===== src/rtl/wb_crc_if.sv =====
// Wishbone B4 pipelined bus bundle shared by the interconnect, its masters and its slaves.
interface wb_if;
    logic [31:0] adr;
    logic [31:0] dat_m;
    logic [31:0] dat_s;
    logic [3:0]  sel;
    logic        we;
    logic        cyc;
    logic        stb;
    logic        ack;
    logic        stall;
    logic        err;

    modport master (output adr, dat_m, sel, we, cyc, stb, input dat_s, ack, stall, err);
    modport slave  (input adr, dat_m, sel, we, cyc, stb, output dat_s, ack, stall, err);
endinterface


===== src/rtl/wb_crc.sv =====
// Wishbone slave computing a parametrised CRC over written bytes; ack one cycle after acceptance.
// DATA writes stall the bus one cycle per enabled byte; reads and control writes never stall.
module wb_crc #(
    parameter int          WIDTH  = 32,
    parameter logic [31:0] POLY   = 32'h04C11DB7,
    parameter logic [31:0] INIT   = 32'hFFFFFFFF,
    parameter logic [31:0] XOROUT = 32'hFFFFFFFF,
    parameter bit          REFIN  = 1'b1,
    parameter bit          REFOUT = 1'b1
) (
    input  logic clk,
    input  logic rst,
    wb_if.slave  wb
);
    localparam logic [1:0] A_CTRL = 2'd0;
    localparam logic [1:0] A_DATA = 2'd1;
    localparam logic [1:0] A_INIT = 2'd2;
    localparam logic [1:0] A_RAW  = 2'd3;

    typedef enum logic {S_IDLE, S_BUSY} state_t;

    state_t           r_state, w_state_nxt;
    logic             w_busy, w_acc, w_wr, w_data_wr;
    logic [2:0]       w_nbytes;
    logic [1:0]       r_cnt;
    logic [31:0]      r_dat;
    logic [3:0]       r_sel;
    logic [1:0]       w_lane;
    logic [7:0]       w_byte;
    logic [WIDTH-1:0] r_crc, r_init, w_result;
    logic             r_ack;
    logic [31:0]      r_dat_s, w_rd_dat;
    logic             w_unused;

    function automatic logic [WIDTH-1:0] f_rev(input logic [WIDTH-1:0] v);
        logic [WIDTH-1:0] r;
        for (int i = 0; i < WIDTH; i++) r[i] = v[WIDTH-1-i];
        return r;
    endfunction

    // One input byte: optional bit reversal, align to the top, eight MSB-first division steps.
    function automatic logic [WIDTH-1:0] f_step(input logic [WIDTH-1:0] crc, input logic [7:0] b);
        logic [WIDTH-1:0] c;
        logic [7:0]       bb;
        for (int i = 0; i < 8; i++) bb[i] = REFIN ? b[7-i] : b[i];
        c = crc ^ (WIDTH'(bb) << (WIDTH - 8));
        for (int i = 0; i < 8; i++) c = c[WIDTH-1] ? ((c << 1) ^ POLY[WIDTH-1:0]) : (c << 1);
        return c;
    endfunction

    assign w_acc     = wb.cyc & wb.stb & ~w_busy;
    assign w_wr      = w_acc & wb.we;
    assign w_nbytes  = 3'($countones(wb.sel));
    assign w_data_wr = w_wr & (wb.adr[3:2] == A_DATA) & (w_nbytes != 3'd0);

    always_ff @(posedge clk) begin
        if (rst) r_state <= S_IDLE;
        else     r_state <= w_state_nxt;
    end

    always_comb begin
        w_state_nxt = r_state;
        case (r_state)
            S_IDLE:  if (w_data_wr)     w_state_nxt = S_BUSY;
            S_BUSY:  if (r_cnt == 2'd0) w_state_nxt = S_IDLE;
            default: w_state_nxt = S_IDLE;
        endcase
    end

    always_comb begin
        w_busy = (r_state == S_BUSY);
    end

    // Lowest still-pending lane is the next byte in stream order.
    always_comb begin
        w_lane = 2'd0;
        for (int i = 3; i >= 0; i--) if (r_sel[i]) w_lane = 2'(i);
        w_byte = r_dat[{w_lane, 3'b000} +: 8];
    end

    always_ff @(posedge clk) begin
        if (rst) begin
            r_cnt <= 2'd0;
            r_dat <= 32'd0;
            r_sel <= 4'd0;
        end else if (w_data_wr) begin
            r_cnt <= 2'(w_nbytes - 3'd1);
            r_dat <= wb.dat_m;
            r_sel <= wb.sel;
        end else if (w_busy) begin
            r_cnt         <= r_cnt - 2'd1;
            r_sel[w_lane] <= 1'b0;
        end
    end

    always_ff @(posedge clk) begin
        if (rst) begin
            r_crc  <= INIT[WIDTH-1:0];
            r_init <= INIT[WIDTH-1:0];
        end else begin
            if (w_busy)
                r_crc <= f_step(r_crc, w_byte);
            else if (w_wr && wb.adr[3:2] == A_CTRL && wb.dat_m[0])
                r_crc <= r_init;
            if (w_wr && wb.adr[3:2] == A_INIT)
                r_init <= wb.dat_m[WIDTH-1:0];
        end
    end

    assign w_result = (REFOUT ? f_rev(r_crc) : r_crc) ^ XOROUT[WIDTH-1:0];

    always_comb begin
        w_rd_dat = 32'd0;
        case (wb.adr[3:2])
            A_DATA:  w_rd_dat = 32'(w_result);
            A_INIT:  w_rd_dat = 32'(r_init);
            A_RAW:   w_rd_dat = 32'(r_crc);
            default: w_rd_dat = 32'd0;
        endcase
    end

    always_ff @(posedge clk) begin
        if (rst) begin
            r_ack   <= 1'b0;
            r_dat_s <= 32'd0;
        end else begin
            r_ack   <= w_acc;
            r_dat_s <= (w_acc && !wb.we) ? w_rd_dat : 32'd0;
        end
    end

    assign wb.ack   = r_ack;
    assign wb.dat_s = r_dat_s;
    assign wb.stall = w_busy;
    assign wb.err   = 1'b0;

    assign w_unused = ^{wb.adr[31:4], wb.adr[1:0]};
endmodule


===== src/flat_wrapper.sv =====
// flat-port wrapper written by rule: the top's interface ports become plain ports
module wb_crc_flat 
#(
    parameter int          WIDTH  = 32,
    parameter logic [31:0] POLY   = 32'h04C11DB7,
    parameter logic [31:0] INIT   = 32'hFFFFFFFF,
    parameter logic [31:0] XOROUT = 32'hFFFFFFFF,
    parameter bit          REFIN  = 1'b1,
    parameter bit          REFOUT = 1'b1
)
  (clk, rst, wb_adr, wb_dat_m, wb_sel, wb_we, wb_cyc, wb_stb, wb_dat_s, wb_ack, wb_stall, wb_err);
  wb_if wb_i ();
  input  logic clk;
  input  logic rst;
  input wire logic [$bits(wb_i.adr)-1:0] wb_adr;
  input wire logic [$bits(wb_i.dat_m)-1:0] wb_dat_m;
  input wire logic [$bits(wb_i.sel)-1:0] wb_sel;
  input wire logic [$bits(wb_i.we)-1:0] wb_we;
  input wire logic [$bits(wb_i.cyc)-1:0] wb_cyc;
  input wire logic [$bits(wb_i.stb)-1:0] wb_stb;
  output wire logic [$bits(wb_i.dat_s)-1:0] wb_dat_s;
  output wire logic [$bits(wb_i.ack)-1:0] wb_ack;
  output wire logic [$bits(wb_i.stall)-1:0] wb_stall;
  output wire logic [$bits(wb_i.err)-1:0] wb_err;
  assign wb_i.adr = wb_adr;
  assign wb_i.dat_m = wb_dat_m;
  assign wb_i.sel = wb_sel;
  assign wb_i.we = wb_we;
  assign wb_i.cyc = wb_cyc;
  assign wb_i.stb = wb_stb;
  assign wb_dat_s = wb_i.dat_s;
  assign wb_ack = wb_i.ack;
  assign wb_stall = wb_i.stall;
  assign wb_err = wb_i.err;
  wb_crc #(.WIDTH(WIDTH), .POLY(POLY), .INIT(INIT), .XOROUT(XOROUT), .REFIN(REFIN), .REFOUT(REFOUT)) u_core (.clk(clk), .rst(rst), .wb(wb_i));
endmodule

===== config.mk =====
export PLATFORM = sky130hd
export DESIGN_NAME = wb_crc_flat
export DESIGN_NICKNAME = d
export VERILOG_FILES = /design/src/rtl/wb_crc_if.sv /design/src/rtl/wb_crc.sv /design/src/flat_wrapper.sv
export SDC_FILE = /design/constraint.sdc
export NUM_CORES = 1
export LEC_CHECK = 0
export ABC_AREA = 1
export CORE_ASPECT_RATIO = 0.75
export CORE_MARGIN = 3
export CORE_UTILIZATION = 56
export CTS_BUF_LIST = sky130_fd_sc_hd__clkbuf_2 sky130_fd_sc_hd__clkbuf_4 sky130_fd_sc_hd__clkbuf_8
export DETAILED_ROUTE_END_ITERATION = 10
export HOLD_SLACK_MARGIN = 0.02
export PLACE_DENSITY_LB_ADDON = 0.08
export SETUP_SLACK_MARGIN = 0.2
export SYNTH_ARGS = -nofsm -noshare
export SYNTH_HDL_FRONTEND = slang
export SYNTH_SLANG_ARGS = --single-unit

===== constraint.sdc =====
create_clock -name clk -period 2.5 [get_ports clk]
set_input_delay 0.25 -clock clk [delete_from_list [all_inputs] [get_ports clk]]
set_output_delay 0.25 -clock clk [all_outputs]
set_load 0.1 [all_outputs]

* Word level (Yosys, flattened, before mapping)
Index checks and enable logic that the tools add are counted.
** Storage, ports and cells
- Register bits :: 136
- Logic and storage cells :: 74
** Cells by class
- Add/subtract/negate cells :: 5
- Magnitude comparators :: 2
- Equality and inequality tests :: 3
- Shift-type cells :: 1
- Mux-type cells :: 24
- Bitwise logic cells :: 19
- Reductions and logical operators :: 12
** Operators with widths (number)
- two-way mux 27 bit :: 8
- inverter 14 bit :: 8
- one-hot mux 32 bit (3 select lines) :: 1
- two-way mux 32 bit :: 2
- inverter 32 bit :: 1
- variable part select 32 x 6 -> 8 bit :: 1
- bitwise XOR 32 bit :: 1
- two-way mux 2 bit :: 6
- two-way mux 4 bit :: 2
- AND 1 bit :: 5
- logical AND 1 bit :: 5
- adder 1 x 1 -> 2 bit :: 2
- AND 4 bit :: 1
- == test 2 bit, second input constant :: 2
- logical NOT 2 bit :: 2
- inverter 4 bit :: 1
- nonzero test 2 bit :: 2
- subtractor 2 x 1 -> 2 bit, second input constant :: 2
- adder 2 x 2 -> 3 bit :: 1
- < comparator 2 x 3 -> 1 bit, second input constant :: 1
- two-way mux 1 bit :: 3
- nonzero test 3 bit :: 1
- demux 1 bit (select 2 bit) :: 1
- == test 2 x 1 -> 1 bit, second input constant :: 1
- other kinds (5) :: 6

* Depth between registers and ports, before layout
- Word-level depth :: 23
- Gate-level depth with buffers :: 20
- Mapped depth without buffers :: 20

* Worst setup path before layout
OpenSTA, ideal clock, no wires.
- Path kind :: reg2reg
- Start :: register u_core.r_state, in the netlist u_core.wb.stall
- End :: register u_core.r_crc[5]
- Setup time :: 126 ps
- Arrival :: 2208 ps
- Required time :: 2374 ps
- Path slack :: 167 ps
- Stages on the path, launching flop included :: 11
- Path buffers :: 1
- Period minus slack after synthesis :: 2333 ps
- Cells stage by stage :: dfxtp_1 inv_1 nand3_1 nor2_1 nand4_1 nand2_1 inv_1 clkbuf_1 nand2_1 nand2_1 nand2_1
** Between the ends
- Longest elaborated chain between the ends :: 6
** Ends and longest elaborated chain
- from (decl) :: line wb_crc.sv:22 : state_t r_state, w_state_nxt;
- from (signal assigned) :: line wb_crc.sv:58 : else r_state <= w_state_nxt;
- inverter 1 bit :: line wb_crc.sv:51 : assign w_acc = wb.cyc & wb.stb & ~w_busy;
- AND 1 bit :: line wb_crc.sv:51
- AND 1 bit :: line wb_crc.sv:52 : assign w_wr = w_acc & wb.we;
- logical AND 1 bit (2 in series) :: line wb_crc.sv:103 : else if (w_wr && wb.adr[3:2] == A_CTRL && wb.dat_m[0])
- nonzero test 2 bit (no line)
- to (signal assigned) :: line wb_crc.sv:98 : r_crc <= INIT[WIDTH-1:0];
- to (signal assigned) :: line wb_crc.sv:102 : r_crc <= f_step(r_crc, w_byte);
- to (signal assigned) :: line wb_crc.sv:104 : r_crc <= r_init;
- to (decl) :: line wb_crc.sv:30 : logic [WIDTH-1:0] r_crc, r_init, w_result;
Several ways; a longest one is shown, not always the timed one.
A chain may end at the register's enable or synchronous reset.

* Worst setup path after layout
- Start :: register u_core.r_sel[2]
- End :: register u_core.r_crc[28]
** Between the ends
- Longest elaborated chain between the ends :: 13
** Ends and longest elaborated chain
- from (decl) :: line wb_crc.sv:27 : logic [3:0] r_sel;
- from (signal assigned) :: line wb_crc.sv:89 : r_sel <= wb.sel;
- two-way mux 2 bit * (3 in series) :: line wb_crc.sv:77 : for (int i = 3; i >= 0; i--) if (r_sel[i]) w_lane = 2'(i);
- variable part select 32 x 6 -> 8 bit * :: line wb_crc.sv:78 : w_byte = r_dat[{w_lane, 3'b000} +: 8];
- bitwise XOR 32 bit * :: line wb_crc.sv:46 : c = crc ^ (WIDTH'(bb) << (WIDTH - 8));
- two-way mux 27 bit :: line wb_crc.sv:47 : for (int i = 0; i < 8; i++) c = c[WIDTH-1] ? ((c << 1) ^ POLY[WIDTH-1:0]) : (c << 1);
- inverter 14 bit (no line)
- two-way mux 27 bit (3 in series) :: line wb_crc.sv:47
- inverter 14 bit (no line)
- two-way mux 27 bit * :: line wb_crc.sv:47
- two-way mux 32 bit * :: line wb_crc.sv:101 : if (w_busy)
Every way passes the cells marked *; elsewhere a longest branch is shown, timed or not.

==> run_results.csv <==
group,metric,value,unit
placement,place_area,8140,um2
synth,synth_area_leaders,"dfxtp_1 (38%), nand2_1 (10%), nor2_1 (5.9%)",
finish,drive_gt1_share,23.5,%
worst_setup_path,path_cells,"inv_1, nand2_2, nand2_4, buf_4, nand3_1, nand3_2, nand2_2, nand2_2, nand2_4, buf_4, xor2_2, xor2_1, nand2_1, a21oi_1, o21ai_1",
route,routedWlPerCell,18.2,um
worst_setup_path,slowest_delay,0.40,ns
synth,syn_area,7170,um2
worst_setup_path,crit_arrival,2.62,ns
finish,regArea,2730,um2
global_route,grt_max_degree,54,
worst_setup_path,r2r_end,"u_core.r_crc[28]$_SDFFE_PP1P_",
synth,synth_cell_types,44,
floorplan,fp.coreArea,12400,um2
global_route,grtUsageMet3,7.83,%
outcome,outcome,"finished, final reports clean",
route,routed_via_density,5.69,
synth,seq_area_frac_synth,38.0,%
timing,final_hold_viol_count,0,
worst_setup_path,required,2.85,ns
global_route,grt_overflow,0,
worst_setup_path,start_kind,"flop",
timing,setup_tns,0,ns
synth,synth_most_common_cell,"nand2_1",
synth,syn-mean-instance-area,7.28,um2
timing,maxSlewViolCount,0,
power,p_leak,4.20,nW
global_route,grt_use_met2,45.2,%
floorplan,ios,108,
worst_setup_path,cp_slowest_cell,"dfxtp_4",
timing,fmax,0.441,GHz
timing,setup_violations,0,
floorplan,die_h,104,um
finish,fin_area,9030,um2
worst_setup_path,endpoint_kind,"flop",
clock_tree,cts_made_buffers,17,
synth,synth_edf_count,0,
floorplan,num_rows,35,
worst_hold_path,hold-path-endpoint,"u_core.r_sel[0]$_SDFFE_PP0P_",
global_route,track_usage,32.0,%
placement,gp_congestion,0.949,
worst_hold_path,min_path_type,"input pin to flop",
floorplan,start_util,57.9,%
global_route,met1_usage,47.5,%
clock_tree,clock_path_buffers,2,
global_route,grt_antenna_before_repair,0,
global_route,grt_first_pass_wirelength,35.5,mm
finish,fillCellCount,1024,
worst_setup_path,worst_r2r_path_depth,15,
synth,synthTopCellsByCount,"nand2_1 (191), dfxtp_1 (136), nor2_1 (113)",
synth,synth_cells,985,
worst_setup_path,crit_path_frequent_cell,"nand2_2",
flow_run,cap_viol_max_count,0,
floorplan,die_w,137,um
synth,synth_top_area_share,38.0,%
worst_setup_path,critPathKind,"flop to flop",
route,ant_nets,0,
clock_tree,clock_latency,0.46,ns
route,drt_pre_antenna_iters,6,
worst_hold_path,worstHoldStart,"wb_sel[0]",
synth,synth_top_area_cell,"dfxtp_1",
timing,relSlewSlack,64.6,%
synth,synth_nets,1061,
power,ir_drop,555,uV
timing,rsz0062_at_grt,"true",
global_route,grt_busiest_layer,"met1",
route,via_count,7227,
clock_tree,cts.sinks,136,
synth,ys.flop_type,"dfxtp_1",
clock_tree,h-tree-depth,4,
worst_hold_path,hold_depth,3,
finish,multiInputGateArea,4080,um2
worst_setup_path,crit_fanout,7,
synth,ys_warn_count,0,
finish,syn_to_final_growth,25.9,%
power,power_density,604,nW/um2
clock_tree,clk_pin_slew_worst_paths,0.09,ns
synth,ys_seq_elements,136,
timing,skew,0.0127,ns
finish,nets,1167,
route,routed_wirelength,23.1,mm
placement,hpwl,16.2,mm
placement,io_buffers,76,
finish,n_antenna_cell,0,
timing,tightest_slew,0.531,ns
timing,period_share,90.7,%
worst_setup_path,r2r_slack,0.23,ns
floorplan,dieArea,14200,um2
worst_setup_path,r2r_start,"u_core.r_sel[2]$_SDFFE_PP0P_",
clock_tree,holdBufCountCts,0,
clock_tree,cts-root-buf,"clkbuf_8",
global_route,grt_pass1_vias,6505,
synth,async_flop_share,0,%
clock_tree,cts_tree,"done",
timing,min_period,2.27,ns
route,drcViolationCount,0,
route,dr.first_iter.drc_count,882,
worst max-delay path: cells and delay by family (launching register included):
| family | cells | cell delay (ns) |
|---|---|---|
| AO/OA/AOI/OAI | 2 | 0.22 |
| flip-flops | 1 | 0.40 |
| XOR/XNOR | 2 | 0.40 |
| buffers and inverters | 3 | 0.37 |
| AND/OR/NAND/NOR | 8 | 0.78 |
worst max path at each step:
stage | end | from
2_1_floorplan | u_core.r_cnt[1]$_SDFFE_PP0P_ | wb_sel[0]
3_3_place_gp | u_core.r_cnt[1]$_SDFFE_PP0P_ | wb_sel[0]
3_5_place_dp | u_core.r_cnt[1]$_SDFFE_PP0P_ | wb_sel[0]
4_1_cts | u_core.r_crc[14]$_SDFFE_PP1P_ | u_core.r_sel[0]$_SDFFE_PP0P_
5_1_grt | u_core.r_crc[28]$_SDFFE_PP1P_ | u_core.r_sel[2]$_SDFFE_PP0P_
6_report | u_core.r_crc[28]$_SDFFE_PP1P_ | u_core.r_sel[2]$_SDFFE_PP0P_
report_power, final:
part           internal [mW]  leakage [nW]  switching [mW]
sequential              2.21          1.11          0.0379
combinational          0.436          2.88           0.729
clock                   1.04         0.207           0.997
logic make-up (layout without fill, tap and decap cells):
kind of cell    Yosys count  after routing  synth area share [%]
buf+inv                 151            270                  8.44
compound gates          201            201                  16.8
simple gates            452            452                  30.2
other cells               1              1                0.0523
flops                   136            136                  38.0
fa+ha+maj                 3              3                 0.628
xor+xnor                 40             40                  5.77
mux                       1              1                 0.140
registers in the layout (all words and copies together), names as in the netlist:
signal and cells:
u_core.wb.stall 1, u_core.r_dat 32, u_core.wb.dat_s 32, u_core.wb.ack 1
u_core.r_crc 32, u_core.r_sel 4, u_core.r_cnt 2, u_core.r_init 32
final cells by class:
| type | count | share of cell area [%] |
|---|---|---|
| clock buffers | 18 | 2.74 |
| clock inverters | 14 | 2.06 |
| inverters | 100 | 4.19 |
| multi-input cells | 698 | 45.1 |
| flip-flops and latches | 136 | 30.3 |
| well taps | 166 | 2.30 |
| repair buffers | 138 | 13.3 |
what timing repair did:
action / in CTS / in global routing
buffers inserted: 6 / 20
endpoints found under the hold margin: 0 / 0
pin swaps: 8 / 19
setup endpoints to repair: 14 / 52
resized for setup: 7 / 48
layer usage:
metal  part of all wire, %  vias to the layer above
met1                    44                     3376
met3                    10                       51
met2                    43                      382
met4                   2.7                        0
met5                     0                        -
li1                      -                     3418
per-stage QoR:
stage	utilization [%]	power [mW]	cells	hold WS, ns	setup WS, ns
2_1_floorplan	-	2.99	985	0.312	0.207
3_3_place_gp	65.7	3.31	1212	0.444	-0.226
3_5_place_dp	65.7	3.32	1212	0.457	-0.300
4_1_cts	69.6	5.32	1250	0.234	0.216
5_1_grt	72.9	5.64	1270	0.236	0.0947
6_report	72.9	5.45	1270	0.231	0.234
cell usage in the layout, fill, tap and decap left out, types with 18 or more instances in the layout:
cell type,Yosys,final
a21oi_1,35,35
buf_4,2,89
clkbuf_8,0,18
clkdlybuf4s50_1,0,40
dfxtp_1,136,132
inv_1,87,85
nand2_1,191,183
nand2_2,36,36
nand2_4,22,29
nand3_1,71,58
nor2_1,113,111
o211ai_1,37,37
o21ai_0,82,80
o22ai_1,23,23
xor2_1,28,26
(Power assumes the default switching activity.)
